`src/rtl/wb_serial_tx.sv`:
```
// Wishbone classic slave feeding a TX FIFO that is drained by a framed serializer.
// Frame length, bit order and bit period are runtime-configurable through CTRL.
module wb_serial_tx #(
  parameter int unsigned DW      = 32,
  parameter int unsigned DEPTH   = 8,
  parameter int unsigned DIV_RST = 3
) (
  input  logic          clk_i,
  input  logic          rst_i,
  input  logic          CYC_I,
  input  logic          STB_I,
  input  logic          WE_I,
  input  logic [31:0]   ADR_I,
  input  logic [DW-1:0] DAT_I,
  output logic [DW-1:0] DAT_O,
  output logic          ACK_O,
  output logic          ena_o,
  output logic          data_o
);

  localparam int unsigned PtrW   = (DEPTH > 1) ? $clog2(DEPTH) : 1;
  localparam int unsigned CntW   = $clog2(DEPTH + 1);
  localparam logic [5:0]  LenMax = 6'(DW - 1);

  typedef enum logic [1:0] {StIdle, StShift, StGap} state_e;

  // Bus side
  logic          ack_q, ack_d;
  logic [DW-1:0] dat_q, dat_d;

  // Control / status
  logic          ctrl_en_q, ctrl_en_d;
  logic          ctrl_lsb_q, ctrl_lsb_d;
  logic [5:0]    ctrl_len_q, ctrl_len_d;
  logic [15:0]   ctrl_div_q, ctrl_div_d;
  logic          ovf_q, ovf_d;

  // FIFO
  logic [DW-1:0]   mem_q [DEPTH];
  logic [PtrW-1:0] wr_ptr_q, wr_ptr_d;
  logic [PtrW-1:0] rd_ptr_q, rd_ptr_d;
  logic [CntW-1:0] count_q, count_d;

  // Serializer
  state_e        state_q, state_d;
  logic [DW-1:0] shreg_q, shreg_d;
  logic [5:0]    bit_cnt_q, bit_cnt_d;
  logic [5:0]    len_f_q, len_f_d;
  logic [15:0]   div_cnt_q, div_cnt_d;
  logic [15:0]   div_f_q, div_f_d;
  logic          lsb_f_q, lsb_f_d;
  logic          ena_q, ena_d;
  logic          data_q, data_d;

  logic          access, bus_wr, push_req, ctrl_we, stat_we;
  logic          pop, push_ok, empty, full, busy, load, start_frame, cur_bit;
  logic [1:0]    adr;
  logic [31:0]   wdata32, rdata32, ctrl_word, status_word;
  logic [5:0]    len_clamped;
  logic [DW-1:0] fifo_head;
  logic          unused_bits;

  assign wdata32     = 32'(DAT_I);
  assign adr         = ADR_I[3:2];
  assign unused_bits = ^{ADR_I[31:4], ADR_I[1:0], wdata32[15:8]};

  // A fresh strobe is needed after each ack, so accesses come at most every other cycle.
  assign access   = CYC_I & STB_I & ~ack_q;
  assign bus_wr   = access & WE_I;
  assign push_req = bus_wr & (adr == 2'd0);
  assign ctrl_we  = bus_wr & (adr == 2'd1);
  assign stat_we  = bus_wr & (adr == 2'd2);

  assign empty     = (count_q == '0);
  assign full      = (count_q == CntW'(DEPTH));
  assign busy      = (state_q != StIdle);
  assign fifo_head = mem_q[rd_ptr_q];

  assign ctrl_word   = {ctrl_div_q, 8'h00, ctrl_len_q, ctrl_lsb_q, ctrl_en_q};
  assign status_word = {16'h0000, 8'(count_q), 4'h0, ovf_q, full, empty, busy};

  always_comb begin
    rdata32 = '0;
    unique case (adr)
      2'd1:    rdata32 = ctrl_word;
      2'd2:    rdata32 = status_word;
      default: rdata32 = '0;
    endcase
  end

  always_comb begin
    ack_d = access;
    dat_d = (access & ~WE_I) ? DW'(rdata32) : '0;
  end

  always_comb begin
    ctrl_en_d  = ctrl_en_q;
    ctrl_lsb_d = ctrl_lsb_q;
    ctrl_len_d = ctrl_len_q;
    ctrl_div_d = ctrl_div_q;
    if (ctrl_we) begin
      ctrl_en_d  = wdata32[0];
      ctrl_lsb_d = wdata32[1];
      ctrl_len_d = wdata32[7:2];
      ctrl_div_d = wdata32[31:16];
    end
  end

  // A push into a full FIFO still succeeds when the serializer pops in the same cycle.
  assign push_ok = push_req & (~full | pop);

  always_comb begin
    ovf_d = ovf_q;
    if (stat_we && wdata32[3]) begin
      ovf_d = 1'b0;
    end
    if (push_req && full && !pop) begin
      ovf_d = 1'b1;
    end
  end

  always_comb begin
    wr_ptr_d = wr_ptr_q;
    rd_ptr_d = rd_ptr_q;
    count_d  = count_q;
    if (push_ok) begin
      wr_ptr_d = wr_ptr_q + PtrW'(1);
    end
    if (pop) begin
      rd_ptr_d = rd_ptr_q + PtrW'(1);
    end
    if (push_ok && !pop) begin
      count_d = count_q + CntW'(1);
    end else if (!push_ok && pop) begin
      count_d = count_q - CntW'(1);
    end
  end

  assign len_clamped = (32'(ctrl_len_q) >= DW) ? LenMax : ctrl_len_q;
  assign start_frame = ctrl_en_q & ~empty;
  assign cur_bit     = lsb_f_q ? shreg_q[0] : shreg_q[DW-1];

  always_comb begin
    state_d   = state_q;
    shreg_d   = shreg_q;
    bit_cnt_d = bit_cnt_q;
    div_cnt_d = div_cnt_q;
    len_f_d   = len_f_q;
    div_f_d   = div_f_q;
    lsb_f_d   = lsb_f_q;
    load      = 1'b0;
    pop       = 1'b0;

    unique case (state_q)
      StIdle: begin
        load = start_frame;
      end
      StShift: begin
        if (div_cnt_q == div_f_q) begin
          div_cnt_d = '0;
          shreg_d   = lsb_f_q ? (shreg_q >> 1) : (shreg_q << 1);
          if (bit_cnt_q == len_f_q) begin
            bit_cnt_d = '0;
            state_d   = StGap;
          end else begin
            bit_cnt_d = bit_cnt_q + 6'd1;
          end
        end else begin
          div_cnt_d = div_cnt_q + 16'd1;
        end
      end
      StGap: begin
        if (div_cnt_q == div_f_q) begin
          div_cnt_d = '0;
          // Restart directly so back-to-back frames are spaced by exactly one bit period.
          if (start_frame) begin
            load = 1'b1;
          end else begin
            state_d = StIdle;
          end
        end else begin
          div_cnt_d = div_cnt_q + 16'd1;
        end
      end
      default: state_d = StIdle;
    endcase

    if (load) begin
      pop       = 1'b1;
      state_d   = StShift;
      bit_cnt_d = '0;
      div_cnt_d = '0;
      len_f_d   = len_clamped;
      div_f_d   = ctrl_div_q;
      lsb_f_d   = ctrl_lsb_q;
      // MSB-first frames are left-aligned so the first bit always sits in the top position.
      shreg_d   = ctrl_lsb_q ? fifo_head : (fifo_head << (LenMax - len_clamped));
    end
  end

  always_comb begin
    ena_d  = (state_q == StShift);
    data_d = (state_q == StShift) & cur_bit;
  end

  always_ff @(posedge clk_i) begin
    if (push_ok) begin
      mem_q[wr_ptr_q] <= DAT_I;
    end
  end

  always_ff @(posedge clk_i) begin
    if (!rst_i) begin
      ack_q      <= 1'b0;
      dat_q      <= '0;
      ctrl_en_q  <= 1'b0;
      ctrl_lsb_q <= 1'b1;
      ctrl_len_q <= 6'd9;
      ctrl_div_q <= 16'(DIV_RST);
      ovf_q      <= 1'b0;
      wr_ptr_q   <= '0;
      rd_ptr_q   <= '0;
      count_q    <= '0;
      state_q    <= StIdle;
      shreg_q    <= '0;
      bit_cnt_q  <= '0;
      len_f_q    <= '0;
      div_cnt_q  <= '0;
      div_f_q    <= '0;
      lsb_f_q    <= 1'b1;
      ena_q      <= 1'b0;
      data_q     <= 1'b0;
    end else begin
      ack_q      <= ack_d;
      dat_q      <= dat_d;
      ctrl_en_q  <= ctrl_en_d;
      ctrl_lsb_q <= ctrl_lsb_d;
      ctrl_len_q <= ctrl_len_d;
      ctrl_div_q <= ctrl_div_d;
      ovf_q      <= ovf_d;
      wr_ptr_q   <= wr_ptr_d;
      rd_ptr_q   <= rd_ptr_d;
      count_q    <= count_d;
      state_q    <= state_d;
      shreg_q    <= shreg_d;
      bit_cnt_q  <= bit_cnt_d;
      len_f_q    <= len_f_d;
      div_cnt_q  <= div_cnt_d;
      div_f_q    <= div_f_d;
      lsb_f_q    <= lsb_f_d;
      ena_q      <= ena_d;
      data_q     <= data_d;
    end
  end

  assign ACK_O  = ack_q;
  assign DAT_O  = dat_q;
  assign ena_o  = ena_q;
  assign data_o = data_q;

endmodule

```
`config.mk`:
```
export PLATFORM = sky130hd
export DESIGN_NAME = wb_serial_tx
export DESIGN_NICKNAME = d
export VERILOG_FILES = /design/src/rtl/wb_serial_tx.sv
export SDC_FILE = /design/constraint.sdc
export NUM_CORES = 1
export LEC_CHECK = 0
export CAP_MARGIN = 25
export CORE_MARGIN = 5
export CORE_UTILIZATION = 35
export DETAILED_ROUTE_END_ITERATION = 6
export PLACE_DENSITY = 0.61
export RECOVER_POWER = 25
export SLEW_MARGIN = 20
export SYNTH_ARGS = -nofsm -noshare
export SYNTH_HDL_FRONTEND = slang
export SYNTH_SLANG_ARGS = --single-unit
export TNS_END_PERCENT = 50
```
`constraint.sdc`:
```
create_clock -name clk_i -period 15.05 [get_ports clk_i]
set_input_delay 1.505 -clock clk_i [delete_from_list [all_inputs] [get_ports clk_i]]
set_output_delay 1.505 -clock clk_i [all_outputs]
set_load 0.02 [all_outputs]
```
==> results.cfg, run 1 <==
[grt]
grt_pass1_vias = 11548
grt_pass1_wl_um = 71000
grt_util_all_layers_pct = 16.3
antenna_found_initial = 0
grt_max_degree = 63
overflow = 0

[synth]
synth_edf_count = 256
synth_area_leaders = edfxtp_1 (43%), dfxtp_1 (16%), mux4_2 (7.9%)
synth-seq-area-share_pct = 59.3
syn_area_um2 = 18000
synth_top_family_by_area = multiplexers
ys_types = 69
synth-main-ff-cell = edfxtp_1
synth_mux_area_share_pct = 16.0
synthSimpleGateAreaFrac_pct = 10.2
yosys_register_bits = 404
synth_warnings = 0
yosys.area.top_type = edfxtp_1
synth_compound_area_share_pct = 8.27
synth_adder_area_share_pct = 1.09
synth_top_area_share_pct = 42.8
async_flop_share_pct = 0
synth.avg_cell_area_um2 = 12.9
synth_xor_area_share_pct = 2.29
syn_inst = 1395

[finish]
antenna_cells = 0
final.fill_count = 4781
nNetsFinal = 1529
drive_gt1_share_pct = 15.0
area_growth_pct = 15.9

[route]
wl_per_cell_um = 21.6
ant_nets = 0
drt_wl_total_um = 46600
drt-initial-drc-count = 1079
drt_pass1_iterations = 5
post-route-drc-count = 0
viasPerCell = 5.36
num_vias = 11584

[timing]
slew_headroom_pct = 27.8
clock_skew_ns = 0.0226
post-route-min-period_ns = 4.58
rsz0062_at_grt = false
max_freq_mhz = 218
slew_viol_final = 0
tightest_slew_ns = 1.08
hold_viol_final = 0
setup_viol = 0
fin_tns_setup_ns = 0
holdWs_ns = 0.464
period_share_pct = 30.4

[floorplanning]
die_w_um = 237
die_area_um2 = 56000
fp.dieH_um = 237
coreArea_um2 = 51100
num_io_pins = 104
start_util_pct = 35.2
num_rows = 83

[critical_path]
crit_arrival_ns = 5.09
worstSetupPathDepth = 15
worst_r2r_endpoint = count_q[3]$_SDFFE_PN0P_
worstPathMaxFanout = 51
worstSetupStartpointType = register
worstSetupEndpoint = count_q[3]$_SDFFE_PN0P_
worst-r2r-setup-slack_ns = 10.47
cp_common_cell = a21oi_1
critPathMaxStageDelay_ns = 0.68
startpoint = div_cnt_q[7]$_SDFFE_PP0P_
cp_top_family = simple AND/OR/NAND/NOR gates
rr_startpoint = div_cnt_q[7]$_SDFFE_PP0P_
endpoint_kind = register
crit_chain = xnor2_1, nand4_1, nor4_2, a21oi_1, nor2_4, buf_4, inv_1, ha_1, inv_1, ha_1, a21o_1, a21oi_1, xnor2_1, or3_1, a21oi_1
rr_worst_depth = 15
crit_slowest_cell = nor4_2
crit_type = register to register
cp.buffers_inverters = 3
cp.required_ns = 15.56

[place]
port_buffers = 69
globalplace.congestion = 0.961
dpl.hpwl_um = 29500

[clock_tree]
post_cts_buffers = 0
insertion_delay_ns = 0.58
cts.sinks = 404
numCtsBuffers = 45
cts_tree = done
postCtsHoldBufs = 0
root_buffer = clkbuf_16
clkTransAtPathRegs_ns = 0.06
cts_buffer_depth = 3
htreeDepth = 2
cts_resized = 0

[pwr]
total_leakage_power_nw = 7.04
irDropWorstVdd_uv = 84.9
powerDensity_nw_per_um2 = 113
power_mw = 2.35

[job]
cap_violations = 0

[hold_path]
min_path_type = register to register
hp-start = ctrl_div_q[15]$_SDFFE_PN0P_

[status]
status = finished, final reports clean
metrics by stage:
stage	instances	utilization [%]	setup WS (ns)	cell area [µm²]
6_report	2162	40.7	10.47	20800
5_1_grt	2162	40.7	10.03	20800
4_1_cts	2162	40.7	10.45	20800
3_5_place_dp	2078	37.8	10.44	19300
3_3_place_gp	2077	37.8	10.51	19300
2_1_floorplan	1398	-	9.40	18000
cell usage in the layout, fill, tap and decap left out, drive strengths merged, types with 5 or more instances in the layout:
cell type | synthesis | layout
or2 | 5 | 5
clkdlybuf4s50 | 0 | 46
nand4 | 9 | 9
a21oi | 74 | 74
o221a | 5 | 5
nand2 | 160 | 160
o22ai | 9 | 9
nand2b | 5 | 5
inv | 14 | 17
a22oi | 12 | 12
or3 | 5 | 5
and3 | 35 | 35
nor4 | 8 | 8
dfxtp | 148 | 148
a311oi | 5 | 5
xor2 | 17 | 17
edfxtp | 256 | 256
ha | 14 | 14
nor3 | 13 | 13
buf | 41 | 25
a211oi | 15 | 15
clkinv | 0 | 14
and2 | 10 | 10
nor2b | 6 | 6
nand3 | 31 | 31
mux2 | 30 | 30
mux4 | 71 | 71
xnor2 | 30 | 30
clkbuf | 53 | 64
o211ai | 13 | 13
mux2i | 88 | 88
dlygate4sd3 | 0 | 23
a31oi | 17 | 17
o21ai | 28 | 28
nor2 | 116 | 116
layout make-up:
type | count | area, µm² | share of cell area, %
flip-flops and latches | 404 | 10700 | 51.2
repair buffers | 94 | 876 | 4.21
inverters | 14 | 52.6 | 0.253
clock buffers | 64 | 1340 | 6.42
clock inverters | 20 | 169 | 0.812
multi-input cells | 886 | 6870 | 33.0
well taps | 680 | 851 | 4.09
synth_stat cells, types with 27 or more instances:
master / count
nand3_1: 31
o21ai_0: 28
nand2_1: 159
clkbuf_1: 53
and3_1: 35
mux4_2: 63
a21oi_1: 74
mux2i_1: 87
dfxtp_1: 148
xnor2_1: 30
nor2_1: 115
edfxtp_1: 256
mux2_2: 27
power by group:
group | switching, mW | leakage (nW) | internal (mW) | total [mW]
clock network | 0.449 | 0.747 | 0.656 | 1.10
registers | 0.00279 | 3.50 | 1.18 | 1.18
logic | 0.0439 | 2.79 | 0.0222 | 0.0661
total | 0.496 | 7.04 | 1.86 | 2.35
kinds of logic (layout without fill, tap and decap cells):
family	count (synthesis)	count (layout)
flops	404	404
mux	189	189
other cells	1	4
compound gates	224	224
buf+inv	108	192
xor+xnor	47	47
simple gates	407	407
fa+ha+maj	15	15
flip-flops by register name, summed over array words and instances, names as in the netlist, named ones only:
signal	cells
ACK_O	1
DAT_O	28
bit_cnt_q	6
count_q	4
ctrl_div_q	16
ctrl_en_q	1
ctrl_len_q	6
ctrl_lsb_q	1
data_o	1
div_cnt_q	16
div_f_q	16
ena_o	1
len_f_q	6
lsb_f_q	1
mem_q	256
ovf_q	1
rd_ptr_q	3
shreg_q	32
state_q	2
wr_ptr_q	3
routing by layer:
metal / track usage (%) / share of wire, % / up-vias
li1: - / - / 5376
met1: 22.8 / 45 / 5759
met2: 25.6 / 46 / 379
met3: 3.48 / 6.2 / 70
met4: 5.00 / 2.7 / 0
met5: 0 / 0 / -
worst register-to-register path, delay by kind of cell (launching register included):
family	cells	cell delay (ns)
compound gates	4	0.80
xor+xnor	2	0.25
fa+ha+maj	2	0.48
buf+inv	3	0.86
flops	1	0.49
simple gates	4	1.63
worst min-delay path by stage:
stage	slack (ns)	end	cells past startpoint
floorplan	0.44	div_f_q[0]$_SDFFE_PN0N_	2
global placement	0.46	register	2
detailed placement	0.46	div_f_q[3]$_SDFFE_PN0N_	2
CTS	0.47	div_f_q[15]$_SDFFE_PN0N_	2
global route	0.49	div_f_q[1]$_SDFFE_PN0N_	2
finish	0.46	div_f_q[15]$_SDFFE_PN0N_	2
No activity file was read; power rests on OpenSTA's default activity.
==> run 2: changes to the inputs <==
Settings changed: PLACE_DENSITY 0.61 to 0.62.
Clock period 15.05 ns to 3.9 ns, I/O delays scaled along.
==> results.cfg, run 2 (synthesis gave the netlist of run 1 again) <==
[route]
num_vias = 11801
drt-initial-drc-count = 1116
ant_nets = 0
drt_pass1_iterations = 5
viasPerCell = 5.44
drt_wl_total_um = 47100
post-route-drc-count = 0
wl_per_cell_um = 21.7

[hold_path]
hp-start = ctrl_div_q[15]$_SDFFE_PN0P_
min_path_type = register to register
whs_endpoint = div_f_q[15]$_SDFFE_PN0N_
hold_path_depth = 2

[clock_tree]
insertion_delay_ns = 0.58
clkTransAtPathRegs_ns = 0.06
numCtsBuffers = 43
postCtsHoldBufs = 0
post_cts_buffers = 0
cts_buffer_depth = 3
cts_resized = 0
cts_tree = done
cts.sinks = 404
htreeDepth = 2
root_buffer = clkbuf_16

[timing]
timing.final.ws_setup_ns = 0.485
hold_viol_final = 0
period_share_pct = 87.6
max_freq_mhz = 293
slew_viol_final = 0
slew_headroom_pct = 31.8
clock_skew_ns = 0.0307
tightest_slew_ns = 1.02
setup_viol = 0
rsz0062_at_grt = false
post-route-min-period_ns = 3.42

[finish]
largest-register = mem_q
layout_commonest_cell = edfxtp_1
postLayoutCellArea_um2 = 20900
drive_gt1_share_pct = 15.4
final_cell_mix = edfxtp_1 (256), nand2_1 (159), dfxtp_1 (144)
final.fill_count = 4782
nNetsFinal = 1540
fin_util_pct = 40.9
largest_reg_flops = 256
area_growth_pct = 16.2
antenna_cells = 0

[critical_path]
crit_chain = xnor2_1, nand4_1, nor4_2, a21oi_1, nor2_4, o211ai_1, inv_1, ha_1, inv_1, ha_1, a21o_1, a21oi_1, xnor2_1, or3_1, a21oi_1
cp_top_family = simple AND/OR/NAND/NOR gates
worstPathMaxFanout = 7
crit_type = register to register
cp.required_ns = 4.41
crit_slowest_cell = dfxtp_1
crit_arrival_ns = 3.92
worst_r2r_endpoint = count_q[3]$_SDFFE_PN0P_
cp.buffers_inverters = 2
worstSetupStartpointType = register
critPathMaxStageDelay_ns = 0.46
rr_worst_depth = 15
endpoint_kind = register
cp_common_cell = a21oi_1
rr_startpoint = div_cnt_q[7]$_SDFFE_PP0P_
worst-r2r-setup-slack_ns = 0.48

[place]
port_buffers = 69
pre_cts_slack_ns = 0.504
globalplace.congestion = 0.933
placed_cell_area_um2 = 19500
dpl.hpwl_um = 30500

[grt]
antenna_found_initial = 1
grt_max_degree = 48
grt_util_all_layers_pct = 16.4
grt_pass1_wl_um = 71800
overflow = 0
grt_pass1_vias = 11659

[floorplanning]
num_io_pins = 104
coreArea_um2 = 51100
start_util_pct = 35.2
die_w_um = 237
fp.dieH_um = 237
die_area_um2 = 56000
num_rows = 83

[job]
cap_violations = 0

[pwr]
powerDensity_nw_per_um2 = 419
irDropWorstVdd_uv = 375
total_leakage_power_nw = 7.03

[status]
status = finished, final reports clean
==> run 2: where the power goes <==
part,switching (mW),internal [mW]
combinational,0.170,0.0878
clock,1.68,2.26
sequential,0.0116,4.55
==> run 2: cell type report <==
cell class                 instances  area [µm²]  area share, %
multi-input combinational        886        6890           33.0
tap                              680         851           4.08
clock buffer                      59        1220           5.83
inverter                          14        52.6          0.252
sequential                       404       10700           51.1
clock inverter                    20         146          0.701
timing repair buffer             107        1060           5.09
==> run 2: stage by stage <==
stage	hold WS [ns]	TNS, ns	power (mW)	instances
4_1_cts	0.467	0	8.87	2170
2_1_floorplan	0.441	-83.96	4.78	1398
6_report	0.465	0	8.76	2170
3_5_place_dp	0.458	0	4.91	2091
5_1_grt	0.488	0	9.04	2170
3_3_place_gp	0.454	0	4.90	2091
==> run 2: worst max path at each step <==
stage | startpoint | end | slack [ns] | cells past startpoint
4_1_cts | div_cnt_q[7]$_SDFFE_PP0P_ | count_q[3]$_SDFFE_PN0P_ | 0.47 | 15
3_5_place_dp | register | shreg_q[27]$_SDFFE_PN0P_ | 0.50 | 9
5_1_grt | div_cnt_q[7]$_SDFFE_PP0P_ | count_q[3]$_SDFFE_PN0P_ | 0.29 | 15
3_3_place_gp | div_cnt_q[7]$_SDFFE_PP0P_ | count_q[3]$_SDFFE_PN0P_ | 0.51 | 15
2_1_floorplan | div_cnt_q[7]$_SDFFE_PP0P_ | mem_q[2][0]$_DFFE_PP_ | -0.74 | 9
6_report | div_cnt_q[7]$_SDFFE_PP0P_ | count_q[3]$_SDFFE_PN0P_ | 0.48 | 15
==> run 2: tightest hold or removal path: cells and delay by family, from the launching register on <==
kind | cells | cell delay, ns
flops | 1 | 0.31
simple gates | 1 | 0.05
compound gates | 1 | 0.05
==> run 2: routing by layer <==
metal / up-vias / track usage [%] / routed length [µm] / share of wire (%)
met2: 384 / 26.2 / 22200 / 47
li1: 5394 / - / - / -
met1: 5941 / 22.5 / 20600 / 44
met5: - / 0 / 7 / 0.015
met4: 2 / 5.72 / 1470 / 3.1
met3: 80 / 3.10 / 2770 / 5.9
==> run 3: changes to the inputs <==
Settings changed: PLACE_DENSITY 0.62 to 0.49, SLEW_MARGIN 20 to default.
Clock period 3.9 ns to 4 ns, I/O delays scaled along.
==> results.cfg, run 3 (synthesis gave the netlist of run 1 again) <==
[critical_path]
worstPathMaxFanout = 7
rr_worst_depth = 15
worstSetupStartpointType = register
crit_type = register to register
endpoint_kind = register
cp.required_ns = 4.49
crit_arrival_ns = 3.88

[place]
dpl.hpwl_um = 32300
pre_cts_slack_ns = 0.570
port_buffers = 69
globalplace.congestion = 0.902
dp.cells = 2099

[clock_tree]
cts_resized = 0
htreeDepth = 2
root_buffer = clkbuf_16
cts_tree = done
cts_buffer_depth = 3
post_cts_buffers = 0
numCtsBuffers = 45
postCtsHoldBufs = 0
insertion_delay_ns = 0.56
cts.sinks = 404
clkTransAtPathRegs_ns = 0.06

[timing]
hold_viol_final = 0
max_freq_mhz = 295
holdWs_ns = 0.465
setup_viol = 0
timing.final.ws_setup_ns = 0.613
rsz0062_at_grt = false
clock_skew_ns = 0.0221
slew_headroom_pct = 31.2
tightest_slew_ns = 1.03
period_share_pct = 84.7
post-route-min-period_ns = 3.39
slew_viol_final = 0

[pwr]
total_leakage_power_nw = 7.05
power_mw = 8.53
irDropWorstVdd_uv = 269
powerDensity_nw_per_um2 = 409

[floorplanning]
fp.dieH_um = 237
start_util_pct = 35.2
die_w_um = 237
num_io_pins = 104
die_area_um2 = 56000
num_rows = 83
coreArea_um2 = 51100

[route]
num_vias = 11582
drt_wl_total_um = 48300
drt-initial-drc-count = 894
viasPerCell = 5.33
post-route-drc-count = 0
drt_pass1_iterations = 5
wl_per_cell_um = 22.2
ant_nets = 0

[finish]
layout_commonest_cell = edfxtp_1
antenna_cells = 0
stdcell_count = 2175
nNetsFinal = 1550
largest_reg_flops = 256
largest-register = mem_q
area_growth_pct = 16.2
final_cell_mix = edfxtp_1 (256), nand2_1 (159), dfxtp_1 (144)
drive_gt1_share_pct = 15.4
final.fill_count = 4836
fin_util_pct = 40.9

[grt]
grt_util_all_layers_pct = 16.9
grt_max_degree = 45
grt_pass1_vias = 11629
grt_pass1_wl_um = 73500
overflow = 0
antenna_found_initial = 0

[hold_path]
hold_path_depth = 2
min_path_type = register to register

[status]
status = finished, final reports clean

[job]
cap_violations = 0
[run 3: cell count changes in the layout (fill, tap and decap cells not counted)]
cell,change
buf_4,+11
clkinv_1,+5
buf_12,-3
clkbuf_8,-3
clkinv_2,-3
bufinv_16,+1
clkbuf_1,-1
clkbuf_16,+1
clkinv_8,-1
clkinvlp_2,-1
inv_6,-1
[run 3: cell type report]
cell class                      count  area, µm²  share of cell area, %
Sequential cell                   404      10700                   51.0
Multi-Input combinational cell    886       6890                   33.0
Clock buffer                       56       1200                   5.73
Timing Repair Buffer              115       1090                   5.20
Tap cell                          680        851                   4.07
Clock inverter                     20        150                  0.719
Inverter                           14       52.6                  0.252
[run 3: report_power, final]
group / internal [mW] / switching, mW
registers: 4.44 / 0.0116
clock network: 2.23 / 1.60
logic: 0.0874 / 0.167
[run 3: layer usage]
layer	part of all wire, %	GRT usage, %	routed length [µm]
met5	0	0	0
met4	2.0	4.06	984
met3	4.7	3.32	2290
met2	47	27.2	22800
met1	46	23.8	22200
[run 3: worst paths after layout]
path / startpoint / to / slack (ns)
setup / recovery: div_cnt_q[7]$_SDFFE_PP0P_ / count_q[3]$_SDFFE_PN0P_ / 0.61
hold / removal: div_f_q[8]$_SDFFE_PN0N_ / div_f_q[8]$_SDFFE_PN0N_ / 0.46
setup reg to reg: div_cnt_q[7]$_SDFFE_PP0P_ / count_q[3]$_SDFFE_PN0P_ / 0.61
hold reg to reg: div_f_q[8]$_SDFFE_PN0N_ / div_f_q[8]$_SDFFE_PN0N_ / 0.46
[run 3: through the flow]
step | TNS (ns) | cell area [µm²]
finish | 0 | 20900
global route | 0 | 20900
CTS | 0 | 20900
detailed placement | 0 | 19500
global placement | 0 | 19500
floorplan | -65.56 | 18000
[run 3: critical path, stage by stage (launching register included)]
cell and delay, ns:
dfxtp_1 0.46, xnor2_1 0.15, nand4_1 0.14, nor4_2 0.44
a21oi_1 0.24, nor2_4 0.15, o211ai_1 0.13, inv_1 0.16
ha_1 0.20, inv_1 0.09, ha_1 0.28, a21o_1 0.17
a21oi_1 0.17, xnor2_1 0.09, or3_1 0.30, a21oi_1 0.14
